**src/rtl/ctrl_pkg.sv**
```systemverilog
// Shared opcode map, ALU op classes and the per-stage control bundle types
// used by the pipeline control unit and its decoder.
package ctrl_pkg;

    localparam logic [6:0] OP_LOAD   = 7'b0000011;
    localparam logic [6:0] OP_STORE  = 7'b0100011;
    localparam logic [6:0] OP_R      = 7'b0110011;
    localparam logic [6:0] OP_BRANCH = 7'b1100011;
    localparam logic [6:0] OP_IALU   = 7'b0010011;
    localparam logic [6:0] OP_JAL    = 7'b1101111;
    localparam logic [6:0] OP_JALR   = 7'b1100111;
    localparam logic [6:0] OP_LUI    = 7'b0110111;
    localparam logic [6:0] OP_AUIPC  = 7'b0010111;

    localparam logic [1:0] ALU_ADD   = 2'b00;
    localparam logic [1:0] ALU_BR    = 2'b01;
    localparam logic [1:0] ALU_FUNCT = 2'b10;
    localparam logic [1:0] ALU_PASS  = 2'b11;

    typedef struct packed {
        logic       alusrc;
        logic       memtoreg;
        logic       memwrite;
        logic       regwrite;
        logic       branch;
        logic       jump;
        logic       jalr;
        logic       link;
        logic       pc_a;
        logic [1:0] aluop;
    } ctrl_bundle_t;

    localparam ctrl_bundle_t CTRL_NOP = '0;

    typedef struct packed {
        logic memtoreg;
        logic memwrite;
        logic regwrite;
        logic link;
    } mem_bundle_t;

    typedef struct packed {
        logic memtoreg;
        logic regwrite;
        logic link;
    } wb_bundle_t;

    localparam mem_bundle_t MEM_NOP = '0;
    localparam wb_bundle_t  WB_NOP  = '0;

    function automatic mem_bundle_t to_mem(input ctrl_bundle_t c);
        mem_bundle_t m;
        m.memtoreg = c.memtoreg;
        m.memwrite = c.memwrite;
        m.regwrite = c.regwrite;
        m.link     = c.link;
        return m;
    endfunction

    function automatic wb_bundle_t to_wb(input mem_bundle_t m);
        wb_bundle_t w;
        w.memtoreg = m.memtoreg;
        w.regwrite = m.regwrite;
        w.link     = m.link;
        return w;
    endfunction

endpackage

```
**src/rtl/ctrl_decode.sv**
```systemverilog
// Purpose: opcode -> control bundle plus source-register usage flags.
// Latency: purely combinational.
// Backpressure: none; stateless.
module ctrl_decode
    import ctrl_pkg::*;
#(
    parameter int EXT_OPS = 1
) (
    input  logic [6:0]   opcode,
    output ctrl_bundle_t ctrl,
    output logic         uses_rs1,
    output logic         uses_rs2
);

    always_comb begin
        ctrl     = CTRL_NOP;
        uses_rs1 = 1'b0;
        uses_rs2 = 1'b0;
        case (opcode)
            OP_LOAD: begin
                ctrl.alusrc   = 1'b1;
                ctrl.memtoreg = 1'b1;
                ctrl.regwrite = 1'b1;
                ctrl.aluop    = ALU_ADD;
                uses_rs1      = 1'b1;
            end
            OP_STORE: begin
                ctrl.alusrc   = 1'b1;
                ctrl.memwrite = 1'b1;
                ctrl.aluop    = ALU_ADD;
                uses_rs1      = 1'b1;
                uses_rs2      = 1'b1;
            end
            OP_R: begin
                ctrl.regwrite = 1'b1;
                ctrl.aluop    = ALU_FUNCT;
                uses_rs1      = 1'b1;
                uses_rs2      = 1'b1;
            end
            OP_BRANCH: begin
                ctrl.branch   = 1'b1;
                ctrl.aluop    = ALU_BR;
                uses_rs1      = 1'b1;
                uses_rs2      = 1'b1;
            end
            OP_IALU: begin
                ctrl.alusrc   = 1'b1;
                ctrl.regwrite = 1'b1;
                ctrl.aluop    = ALU_ADD;
                uses_rs1      = 1'b1;
            end
            // The extended set falls back to the all-zero NOP bundle when disabled.
            OP_JAL: begin
                if (EXT_OPS != 0) begin
                    ctrl.regwrite = 1'b1;
                    ctrl.jump     = 1'b1;
                    ctrl.link     = 1'b1;
                end
            end
            OP_JALR: begin
                if (EXT_OPS != 0) begin
                    ctrl.alusrc   = 1'b1;
                    ctrl.regwrite = 1'b1;
                    ctrl.jump     = 1'b1;
                    ctrl.jalr     = 1'b1;
                    ctrl.link     = 1'b1;
                    uses_rs1      = 1'b1;
                end
            end
            OP_LUI: begin
                if (EXT_OPS != 0) begin
                    ctrl.alusrc   = 1'b1;
                    ctrl.regwrite = 1'b1;
                    ctrl.aluop    = ALU_PASS;
                end
            end
            OP_AUIPC: begin
                if (EXT_OPS != 0) begin
                    ctrl.alusrc   = 1'b1;
                    ctrl.regwrite = 1'b1;
                    ctrl.pc_a     = 1'b1;
                    ctrl.aluop    = ALU_ADD;
                end
            end
            default: begin
                ctrl = CTRL_NOP;
            end
        endcase
    end

endmodule

```
**src/rtl/pipe_ctrl_unit.sv**
```systemverilog
// Purpose: decode ID opcode and carry control through ID/EX, EX/MEM, MEM/WB; owns stall/bubble/flush.
// Latency: ex_* 1 cycle after capture, mem_* 2, wb_* 3; stall/flush outputs are combinational.
// Backpressure: ext_stall freezes every stage register and the bubble counter.
module pipe_ctrl_unit
    import ctrl_pkg::*;
#(
    parameter int REG_ADDR_W   = 5,
    parameter int EXT_OPS      = 1,
    parameter int BUBBLE_CNT_W = 16
) (
    input  logic                    clk,
    input  logic                    rst_n,
    input  logic                    id_valid,
    input  logic [6:0]              id_opcode,
    input  logic [REG_ADDR_W-1:0]   id_rs1,
    input  logic [REG_ADDR_W-1:0]   id_rs2,
    input  logic [REG_ADDR_W-1:0]   id_rd,
    input  logic                    ex_branch_taken,
    input  logic                    ext_stall,
    output logic                    stall_if_id,
    output logic                    flush_if_id,
    output logic                    ex_alusrc,
    output logic                    ex_memtoreg,
    output logic                    ex_memwrite,
    output logic                    ex_regwrite,
    output logic                    ex_branch,
    output logic                    ex_jump,
    output logic                    ex_jalr,
    output logic                    ex_link,
    output logic                    ex_pc_a,
    output logic [1:0]              ex_aluop,
    output logic [REG_ADDR_W-1:0]   ex_rd,
    output logic                    mem_memtoreg,
    output logic                    mem_memwrite,
    output logic                    mem_regwrite,
    output logic                    mem_link,
    output logic [REG_ADDR_W-1:0]   mem_rd,
    output logic                    wb_memtoreg,
    output logic                    wb_regwrite,
    output logic                    wb_link,
    output logic [REG_ADDR_W-1:0]   wb_rd,
    output logic [BUBBLE_CNT_W-1:0] bubble_cnt
);

    ctrl_bundle_t            id_ctrl;
    logic                    uses_rs1;
    logic                    uses_rs2;
    logic                    load_use;

    ctrl_bundle_t            ex_q;
    logic [REG_ADDR_W-1:0]   ex_rd_q;
    mem_bundle_t             mem_q;
    logic [REG_ADDR_W-1:0]   mem_rd_q;
    wb_bundle_t              wb_q;
    logic [REG_ADDR_W-1:0]   wb_rd_q;
    logic [BUBBLE_CNT_W-1:0] bubble_q;

    ctrl_decode #(
        .EXT_OPS (EXT_OPS)
    ) u_decode (
        .opcode   (id_opcode),
        .ctrl     (id_ctrl),
        .uses_rs1 (uses_rs1),
        .uses_rs2 (uses_rs2)
    );

    // A NOP in EX has memtoreg=0, so it can never look like a hazard source.
    always_comb begin
        load_use = id_valid & ex_q.memtoreg & ex_q.regwrite & (ex_rd_q != '0) &
                   ((uses_rs1 & (ex_rd_q == id_rs1)) | (uses_rs2 & (ex_rd_q == id_rs2)));
        stall_if_id = ext_stall | (load_use & ~ex_branch_taken);
        flush_if_id = ex_branch_taken & ~ext_stall;
    end

    always_ff @(posedge clk or negedge rst_n) begin
        if (!rst_n) begin
            ex_q     <= CTRL_NOP;
            ex_rd_q  <= '0;
            mem_q    <= MEM_NOP;
            mem_rd_q <= '0;
            wb_q     <= WB_NOP;
            wb_rd_q  <= '0;
            bubble_q <= '0;
        end else if (!ext_stall) begin
            mem_q    <= to_mem(ex_q);
            mem_rd_q <= ex_rd_q;
            wb_q     <= to_wb(mem_q);
            wb_rd_q  <= mem_rd_q;
            if (ex_branch_taken) begin
                ex_q    <= CTRL_NOP;
                ex_rd_q <= '0;
            end else if (load_use) begin
                ex_q    <= CTRL_NOP;
                ex_rd_q <= '0;
                if (bubble_q != '1) begin
                    bubble_q <= bubble_q + BUBBLE_CNT_W'(1);
                end
            end else if (!id_valid) begin
                ex_q    <= CTRL_NOP;
                ex_rd_q <= '0;
            end else begin
                ex_q    <= id_ctrl;
                ex_rd_q <= id_rd;
            end
        end
    end

    assign ex_alusrc    = ex_q.alusrc;
    assign ex_memtoreg  = ex_q.memtoreg;
    assign ex_memwrite  = ex_q.memwrite;
    assign ex_regwrite  = ex_q.regwrite;
    assign ex_branch    = ex_q.branch;
    assign ex_jump      = ex_q.jump;
    assign ex_jalr      = ex_q.jalr;
    assign ex_link      = ex_q.link;
    assign ex_pc_a      = ex_q.pc_a;
    assign ex_aluop     = ex_q.aluop;
    assign ex_rd        = ex_rd_q;

    assign mem_memtoreg = mem_q.memtoreg;
    assign mem_memwrite = mem_q.memwrite;
    assign mem_regwrite = mem_q.regwrite;
    assign mem_link     = mem_q.link;
    assign mem_rd       = mem_rd_q;

    assign wb_memtoreg  = wb_q.memtoreg;
    assign wb_regwrite  = wb_q.regwrite;
    assign wb_link      = wb_q.link;
    assign wb_rd        = wb_rd_q;

    assign bubble_cnt   = bubble_q;

endmodule

```
**config.mk**
```make
export PLATFORM = sky130hd
export DESIGN_NAME = pipe_ctrl_unit
export DESIGN_NICKNAME = d
export VERILOG_FILES = /design/src/rtl/ctrl_pkg.sv /design/src/rtl/ctrl_decode.sv /design/src/rtl/pipe_ctrl_unit.sv
export SDC_FILE = /design/constraint.sdc
export NUM_CORES = 1
export LEC_CHECK = 0
export ABC_AREA = 1
export ABC_CLOCK_PERIOD_IN_PS = 2100
export BUFFER_PORTS_ARGS = -buffer_cell sky130_fd_sc_hd__buf_4
export CAP_MARGIN = 25
export CORE_ASPECT_RATIO = 1.4
export CORE_MARGIN = 2
export CORE_UTILIZATION = 53
export CTS_BUF_LIST = sky130_fd_sc_hd__clkbuf_2 sky130_fd_sc_hd__clkbuf_4 sky130_fd_sc_hd__clkbuf_8
export CTS_CLUSTER_SIZE = 20
export DETAILED_ROUTE_END_ITERATION = 6
export MAX_ROUTING_LAYER = met4
export PLACE_DENSITY = 0.82
export SLEW_MARGIN = 20
export SYNTH_ARGS = -nofsm -noshare
export SYNTH_HDL_FRONTEND = slang
export SYNTH_SLANG_ARGS = --single-unit
export TNS_END_PERCENT = 5
```
**constraint.sdc**
```tcl
create_clock -name clk -period 2.1 [get_ports clk]
set_clock_uncertainty 0.1 [all_clocks]
set_input_delay 0.21 -clock clk [delete_from_list [all_inputs] [get_ports clk]]
set_output_delay 0.21 -clock clk [all_outputs]
set_load 0.05 [all_outputs]
```
# Word level (Yosys, flattened, before mapping)
# Index checks and enable logic that the tools add are counted.
[totals]
register_bits = 49
latchBits = 0
ramBits = 0
rom_bits = 0
input_bits = 27
mem_count = 0
[op_classes]
add_sub_neg = 1
n_mul = 0
div_mod_pow = 0
n_lt_le_gt_ge = 0
n_eq_ne = 12
shift = 0
muxes = 17
bitwise = 12
n_reduce_logical = 7
[op_table]
columns = ["cell", "n"]
rows = [
  ["11-bit two-way mux", 3],
  ["7-bit by 6-bit == test with 1-bit output, second input constant", 3],
  ["7-bit == test, second input constant", 3],
  ["16-bit by 1-bit adder with 16-bit output, second input constant", 1],
  ["16-bit != test, second input constant", 1],
  ["5-bit two-way mux", 3],
  ["7-bit by 5-bit == test with 1-bit output, second input constant", 2],
  ["6-bit OR reduction", 2],
  ["5-bit == test", 2],
  ["1-bit two-way mux", 10],
  ["1-bit bitwise AND", 8],
  ["7-bit by 2-bit == test with 1-bit output, second input constant", 1],
  ["7-bit OR reduction", 1],
  ["2-bit one-hot mux with 3 select lines", 1],
  ["5-bit nonzero test", 1],
  ["4-bit AND reduction", 1],
  ["3-bit OR reduction", 1],
  ["1-bit inverter", 2],
  ["1-bit bitwise OR", 2],
  ["2-bit OR reduction", 1],
]

# Logic depth before layout (Yosys ltp)
# Gate-level depths: netlist of the first run.
[logic_depth]
word_depth = 8
depth_mapped = 13

# Hierarchy
# A second synthesis of the first run with hierarchy kept.
[unflattened]
hier_cells = 371
area_unflattened_um2 = 2698.8
[by_module_without_submodules]
columns = ["mod", "n_inst", "cells_per_inst", "area_per_inst_um2"]
rows = [
  ["pipe_ctrl_unit", 1, 319, 2442.3],
  ["ctrl_decode", 1, 52, 256.5],
]

# Least setup slack after synthesis of the first run
# No wires, ideal clock.
[synth_path]
path_type = "register to output"
startpoint = "reg ex_rd_q[4], in the netlist ex_rd[4]"
endpoint = "out stall_if_id"
arrival_ns = 2.097
required_time_ns = 1.790
setup_slack_ns = -0.307
path_stages_with_launch = 11
n_path_buf = 0
path_cell_list = "dfrtp_1 > inv_1 > nand2_1 > nand2_1 > nor2_1 > nand2_1 > nor2_2 > nand2_2 > a21oi_4 > nor2_1 > nor2_1"
[synth_via]
elab_chain_cells = 6
[synth_rtl]
columns = ["item", "line", "source"]
rows = [
  ["start, declared", "pipe_ctrl_unit.sv:51", "logic [REG_ADDR_W-1:0] ex_rd_q;"],
  ["start signal, assigned", "pipe_ctrl_unit.sv:103", "ex_rd_q <= id_rd;"],
  ["5-bit == test", "pipe_ctrl_unit.sv:70", "((uses_rs1 & (ex_rd_q == id_rs1)) | (uses_rs2 & (ex_rd_q == id_rs2)));"],
  ["1-bit bitwise AND", "pipe_ctrl_unit.sv:70", ""],
  ["1-bit bitwise OR", "pipe_ctrl_unit.sv:70", ""],
  ["1-bit bitwise AND *", "pipe_ctrl_unit.sv:69", "load_use = id_valid & ex_q.memtoreg & ex_q.regwrite & (ex_rd_q != '0) &"],
  ["1-bit bitwise AND *", "pipe_ctrl_unit.sv:71", "stall_if_id = ext_stall | (load_use & ~ex_branch_taken);"],
  ["1-bit bitwise OR *", "pipe_ctrl_unit.sv:71", ""],
  ["end, declared", "pipe_ctrl_unit.sv:20", "output logic stall_if_id,"],
]
# Every way passes the cells marked *; elsewhere a longest branch is shown, timed or not.

# Worst setup path after layout of the first run
[layout_path]
startpoint = "reg ex_rd_q[1], in the netlist ex_rd[1]"
endpoint = "out stall_if_id"
# Same word-level chain as after synthesis.

==> out/results.ini, run 1 <==
[status]
outcome = finished with violations
violations = negative setup slack

[yosys]
synth.avg_cell_area_um2 = 7.885
synthDistinctLibCells = 28
yosys_register_bits = 48
synth_cell_area_um2 = 2610
postSynthNetCount = 359
synthCells = 331
synth_seq_area_share_pct = 46.02
synthesis_warnings = 0

[sta]
fin_crit_ps = 2234
timing.final.max_slew_violations = 0
rsz0062_at_grt = true
finalHoldViolCount = 0
timing.final.setup_violations = 1
timing_worst_slew_pin_value_ps = 603.8
worst_setup_slack_final_ps = -134.4
setup_tns_ps = -134.4
final.period_utilization_pct = 106.4
worst_slew_margin_pct = 59.75
highest_clock_frequency_the_design_can_meet_ghz = 0.4475

[grt]
maximum_number_of_pins_on_one_net_before_global_route_repair = 49
number_of_antenna_violations_at_the_first_check_in_global_routing = 0
grt_first_pass_wirelength_um = 10990
number_of_global_route_vias_before_repair = 2483
grt_overflow = 0
grt_usage_pct = 25.74

[critical_path]
cp_data_arrival_time_ps = 1920
cp_data_required_time_ps = 1790
critPathLaunchType = flop
largest_driver_fanout_on_the_critical_path = 4
setup.worst_path.end_class = primary output
crit_type = flop to primary output

[detailed_routing]
uppermost_layer_routed = met4
detail-route-antenna-nets = 0
routedWlPerCell_um = 14.14
detailroute.via_count = 2537
dr.pass1.iters = 4
met1_wire_length_um = 2574
detailroute.wirelength.met3_um = 346
dr_wl_met2_um = 3649
postRouteWirelength_um = 6845
avgViaCountPerCell = 5.242
dr.first_iter.drc_count = 143
drc_errors = 0

[flow_run]
max-cap-violations = 0

[placement]
place_hpwl_um = 4581
gpl.final_weighted_congestion = 0.8980
quantity_of_i_o_buffers_inserted_on_ports = 77
dpl-instance-area_um2 = 3233

[floorplanning]
coreArea_um2 = 4805
i_o_pins = 78
starting_utilization_of_the_core_area_pct = 54.32
core.rowCount = 30
fp.dieW_um = 63.31
dieArea_um2 = 5510
die_h_um = 87.03

[cts]
cts-htree-levels = 2
clock_sinks = 48
clkTransAtPathRegs_ps = 100
tritoncts = built
worst_skew_pair.late_latency_ps = 300
tritoncts.num_buffers = 5
clock_tree.root_cell = sky130_fd_sc_hd__clkbuf_8
clock_tree.buffer_depth = 2

[power_and_ir_drop]
ir_drop_mv = 0.4363
power_leakage_nw = 1.878
power.density_cell_area_nw_per_um2 = 589.3

[final_layout]
n_fill_cell = 386
area_growth_from_synthesis_to_final_layout_pct = 32.98
post_route_cells_drive_above_1_share_pct = 31.90
insertedDiodeCount = 0
final_design_area_no_fill_um2 = 3471
final_nets = 447

[hold_path]
min-delay-path-class = input pin to flop

area by class of cell:
| cell class | instances | area [µm²] | area share (%) |
|---|---|---|---|
| multi-input cells | 241 | 1251 | 36.05 |
| flip-flops and latches | 48 | 1205 | 34.72 |
| repair buffers | 91 | 698.2 | 20.12 |
| inverters | 32 | 120.1 | 3.461 |
| well taps | 64 | 80.08 | 2.307 |
| clock buffers | 5 | 68.82 | 1.983 |
| clock inverters | 3 | 47.55 | 1.370 |
per-stage QoR:
stage / total power, W / setup WS, ps / instances / util [%] / hold WS, ps
after floorplan: 0.001205 / -14.93 / 331 / - / -185.6
after global placement: 0.001339 / 245.6 / 464 / 67.29 / 153.9
after detailed placement: 0.001346 / 111.0 / 464 / 67.29 / 161.9
after CTS: 0.002032 / 1.166 / 475 / 70.60 / 3.438
after global routing: 0.002121 / -193.1 / 484 / 72.24 / 14.00
final: 0.002046 / -134.4 / 484 / 72.24 / 0.9010
cells by family after synthesis:
logic type | count (synthesis) | synth area share, %
xor+xnor | 16 | 5.369
fa+ha+maj | 1 | 0.4793
flops | 48 | 46.02
mux | 6 | 2.589
buf+inv | 42 | 6.807
simple gates | 196 | 34.04
compound gates | 22 | 4.698
worst max-delay path, cell delays in order (launching register included):
cell and delay, ps:
sky130_fd_sc_hd__dfrtp_1 440, sky130_fd_sc_hd__inv_2 100, sky130_fd_sc_hd__nand2_1 90, sky130_fd_sc_hd__nand2_1 90, sky130_fd_sc_hd__nand2_1 80, sky130_fd_sc_hd__nor2_2 150, sky130_fd_sc_hd__nand3_2 140, sky130_fd_sc_hd__a21oi_4 210
sky130_fd_sc_hd__nor2_2 60, sky130_fd_sc_hd__nor2_4 110, sky130_fd_sc_hd__buf_8 150
metal layers:
layer | vias to the layer above | global-route usage, %
li1 | 1228 | -
met3 | 25 | 4.528
met2 | 97 | 46.81
met4 | 0 | 7.905
met5 | - | -
met1 | 1187 | 28.80
report_power, final:
group	leakage [nW]	switching, W	internal [W]
clock network	0.0583	0.000329	0.000359
registers	0.650	0.0000253	0.000955
logic	1.17	0.000248	0.000129
total	1.88	0.000602	0.00144
synth_stat cells:
master,n,share of area (%)
sky130_fd_sc_hd__inv_1,25,3.6
sky130_fd_sc_hd__ha_1,1,0.48
sky130_fd_sc_hd__buf_4,1,0.29
sky130_fd_sc_hd__inv_2,7,1.0
sky130_fd_sc_hd__buf_6,2,0.86
sky130_fd_sc_hd__nand2_1,118,17
sky130_fd_sc_hd__xnor2_1,9,3.0
sky130_fd_sc_hd__buf_2,1,0.19
sky130_fd_sc_hd__dfrtp_1,48,46
sky130_fd_sc_hd__a21oi_1,3,0.58
sky130_fd_sc_hd__nand4_4,2,1.6
sky130_fd_sc_hd__a21oi_4,1,0.62
sky130_fd_sc_hd__buf_1,1,0.14
sky130_fd_sc_hd__clkbuf_1,5,0.72
sky130_fd_sc_hd__nor2_2,4,0.96
sky130_fd_sc_hd__nor3b_1,1,0.29
sky130_fd_sc_hd__mux2_2,6,2.6
sky130_fd_sc_hd__or2_2,1,0.24
sky130_fd_sc_hd__xor2_1,7,2.3
sky130_fd_sc_hd__nor3_1,2,0.38
sky130_fd_sc_hd__o21ai_0,16,3.1
sky130_fd_sc_hd__nand4_1,22,5.3
sky130_fd_sc_hd__nor2_4,2,0.86
sky130_fd_sc_hd__nand3_1,11,2.1
sky130_fd_sc_hd__o22ai_1,1,0.24
sky130_fd_sc_hd__nand2_2,6,1.4
sky130_fd_sc_hd__nor2_1,27,3.9
sky130_fd_sc_hd__o21ai_1,1,0.19
what timing repair did:
item | in CTS | in global routing
setup buffers | 1 | 8
pin swaps | 3 | 3
hold buffers | 2 | 1
gates resized for setup | 6 | 4
setup endpoints to repair | 1 | 17
hold endpoints to repair | 49 | 1
registers in the layout, summed over array words and instances, names as in the netlist, 2 cells and up:
name	flops
ex_aluop	2
mem_rd	5
ex_rd	5
wb_rd	5
bubble_cnt	16
placed cells by master (no fill, tap or decap), types with 7 or more instances in the layout:
master	count
sky130_fd_sc_hd__buf_4	87
sky130_fd_sc_hd__nand4_1	22
sky130_fd_sc_hd__inv_1	24
sky130_fd_sc_hd__inv_2	8
sky130_fd_sc_hd__nor2_1	24
sky130_fd_sc_hd__xnor2_1	9
sky130_fd_sc_hd__dfrtp_1	45
sky130_fd_sc_hd__o21ai_0	16
sky130_fd_sc_hd__xor2_1	7
sky130_fd_sc_hd__nand2_1	118
sky130_fd_sc_hd__nand3_1	10
path summary, 6_finish.rpt:
kind / from / end / slack [ps] / cells past startpoint
worst min register to register: wb_memtoreg / wb_memtoreg / 400 / 2
min in group asynchronous: rst_n / wb_rd[3] / 350 / 2
worst max-delay path: ex_rd[1] / stall_if_id / -130 / 10
max in group asynchronous: rst_n / ex_rd[4] / 1110 / 2
worst max register to register: ex_rd[1] / bubble_cnt[13] / 80 / 11
worst min-delay path: id_rd[0] / ex_rd[0] / 0.9 / 3
Power figures use the tool's default switching activity.
==> inputs of run 2 (changes only) <==
- PLACE_DENSITY: 0.82 -> 0.93
==> run 2 against run 1 <==
Effect of this change:
- the flow still finishes with violations (negative setup slack)
- register-to-register slack improved by 50 ps
- clock-buffer cell count rose by 1
- power decreased by 5.3%
- sequential cell count stayed put
- critical path type unchanged
==> out/results.ini, run 2 (same netlist as run 1, synthesis figures left out) <==
[grt]
number_of_antenna_violations_at_the_first_check_in_global_routing = 0  ; unchanged
grt_usage_pct = 26.48  ; was 25.74%
grt_overflow = 0  ; unchanged
grt_first_pass_wirelength_um = 11230  ; was 10990 µm
number_of_global_route_vias_before_repair = 2557  ; was 2483
maximum_number_of_pins_on_one_net_before_global_route_repair = 49  ; unchanged

[placement]
quantity_of_i_o_buffers_inserted_on_ports = 77  ; unchanged
dpl-instance-area_um2 = 3263  ; was 3233 µm²
gpl.final_weighted_congestion = 0.9113  ; was 0.8980
place_hpwl_um = 4829  ; was 4581 µm

[detailed_routing]
drc_errors = 0  ; unchanged
detailroute.via_count = 2654  ; was 2537
detail-route-antenna-nets = 0  ; unchanged
dr.pass1.iters = 4  ; unchanged
routedWlPerCell_um = 14.60  ; was 14.14 µm
dr.first_iter.drc_count = 168  ; was 143
avgViaCountPerCell = 5.450  ; was 5.242
postRouteWirelength_um = 7109  ; was 6845 µm

[cts]
cts-htree-levels = 2  ; unchanged
tritoncts.num_buffers = 5  ; unchanged
clock_tree.root_cell = sky130_fd_sc_hd__clkbuf_8  ; unchanged
tritoncts = built  ; unchanged
clock_tree.buffer_depth = 2  ; unchanged
clkTransAtPathRegs_ps = 90  ; was 100 ps
worst_skew_pair.late_latency_ps = 300  ; about the same
clock_sinks = 48  ; unchanged

[floorplanning]
dieArea_um2 = 5510  ; unchanged
starting_utilization_of_the_core_area_pct = 54.32  ; unchanged
die_h_um = 87.03  ; unchanged
fp.dieW_um = 63.31  ; unchanged
core.rowCount = 30  ; unchanged
i_o_pins = 78  ; unchanged
coreArea_um2 = 4805  ; unchanged

[status]
violations = negative setup slack  ; unchanged
outcome = finished with violations  ; unchanged

[final_layout]
post-route-util_pct = 72.27  ; was 72.24%
most_frequent_standard_cell_in_the_layout_excluding_fill_and_tap_cells = sky130_fd_sc_hd__nand2_1  ; unchanged
insertedDiodeCount = 0  ; unchanged
n_fill_cell = 365  ; was 386
largest_reg_flops = 16  ; unchanged
final_design_area_no_fill_um2 = 3472  ; was 3471 µm²
final_nets = 450  ; was 447
most_used_cells_in_the_layout_excluding_fill_and_tap_cells = sky130_fd_sc_hd__nand2_1 (117), sky130_fd_sc_hd__buf_4 (89), sky130_fd_sc_hd__dfrtp_1 (44)  ; was sky130_fd_sc_hd__nand2_1 (118), sky130_fd_sc_hd__buf_4 (87), sky130_fd_sc_hd__dfrtp_1 (45)
area_growth_from_synthesis_to_final_layout_pct = 33.03  ; was 32.98%
post_route_cells_drive_above_1_share_pct = 32.15  ; was 31.90%

[sta]
fin_crit_ps = 2191  ; was 2234 ps
final.period_utilization_pct = 104.3  ; was 106.4%
whs_ps = 10.09  ; was 0.9010 ps
setup_tns_ps = -91.15  ; was -134.4 ps
worst_setup_slack_final_ps = -91.15  ; was -134.4 ps
worst_slew_margin_pct = 59.50  ; was 59.75%
timing_worst_slew_pin_value_ps = 607.5  ; was 603.8 ps
finalHoldViolCount = 0  ; unchanged
timing.final.setup_violations = 1  ; unchanged
rsz0062_at_grt = true  ; unchanged
timing.final.max_slew_violations = 0  ; unchanged
highest_clock_frequency_the_design_can_meet_ghz = 0.4564  ; was 0.4475 GHz

[critical_path]
ff2ff_path_depth = 11  ; unchanged
setup.worst_path.end_class = primary output  ; unchanged
cp_data_arrival_time_ps = 1880  ; was 1920 ps
cp_data_required_time_ps = 1790  ; about the same
largest_driver_fanout_on_the_critical_path = 4  ; unchanged
crit_type = flop to primary output  ; unchanged
critPathLaunchType = flop  ; unchanged

[hold_path]
min-delay-path-class = input pin to flop  ; unchanged
whs_path_depth = 3  ; unchanged

[power_and_ir_drop]
total_power_w = 0.001936  ; was 0.002046 W
ir_drop_mv = 0.4903  ; was 0.4363 mV
power_leakage_nw = 1.886  ; was 1.878 nW
power.density_cell_area_nw_per_um2 = 557.6  ; was 589.3 nW/µm²

[flow_run]
max-cap-violations = 0  ; unchanged

[run 2: worst max-delay path, stage by stage (launching register included)]
cell                      delay [ps]
sky130_fd_sc_hd__dfrtp_1         450
sky130_fd_sc_hd__inv_2           120
sky130_fd_sc_hd__nand2_1          70
sky130_fd_sc_hd__nand2_1          70
sky130_fd_sc_hd__nand2_1          60
sky130_fd_sc_hd__nor2_1          160
sky130_fd_sc_hd__nand3_2         140
sky130_fd_sc_hd__a21oi_4         230
sky130_fd_sc_hd__nor2_4           50
sky130_fd_sc_hd__nor2_4           80
sky130_fd_sc_hd__buf_6           160
[run 2: power breakdown]
part | internal [W] | total [W] | leakage [nW] | switching (W)
logic | 0.000128 | 0.000380 | 1.19 | 0.000251
registers | 0.000955 | 0.000981 | 0.649 | 0.0000259
clock network | 0.000263 | 0.000575 | 0.0510 | 0.000312
[run 2: worst paths after layout]
path	startpoint	to	slack, ps
min reg2reg	ex_pc_a	ex_pc_a	390
max	ex_rd[0]	stall_if_id	-90
min in group asynchronous	rst_n	wb_rd[3]	350
min	id_rd[0]	ex_rd[0]	10
max reg2reg	ex_rd[0]	bubble_cnt[1]	130
max in group asynchronous	rst_n	ex_rd[3]	1110
[run 2: metrics by stage]
step                cells  setup WS (ps)
detailed placement    468          205.6
CTS                   481          1.236
global placement      468          302.9
finish                487         -91.15
floorplan             331         -14.93
global route          487         -179.1
[run 2: layout make-up]
| type | instances | area (µm²) | share of cell area (%) |
|---|---|---|---|
| timing repair buffer | 94 | 719.4 | 20.72 |
| sequential | 48 | 1206 | 34.74 |
| clock inverter | 2 | 10.01 | 0.2883 |
| clock buffer | 6 | 82.58 | 2.378 |
| multi-input combinational | 241 | 1254 | 36.11 |
| inverter | 32 | 120.1 | 3.459 |
| tap | 64 | 80.08 | 2.306 |
[run 2: metal layers]
layer	wire, µm	track usage, %	vias up
met1	2549	28.80	1239
met5	0	-	-
met4	312	12.85	0
li1	-	-	1239
met3	423	5.304	36
met2	3824	46.32	140
[run 2: what timing repair did]
item | 4_1_cts | 5_1_grt
resized for setup | 4 | 6
setup buffers | 1 | 6
endpoints found under the setup margin | 1 | 6
hold endpoints to repair | 51 | 0
hold buffers | 4 | 0
pin swaps | 1 | 4
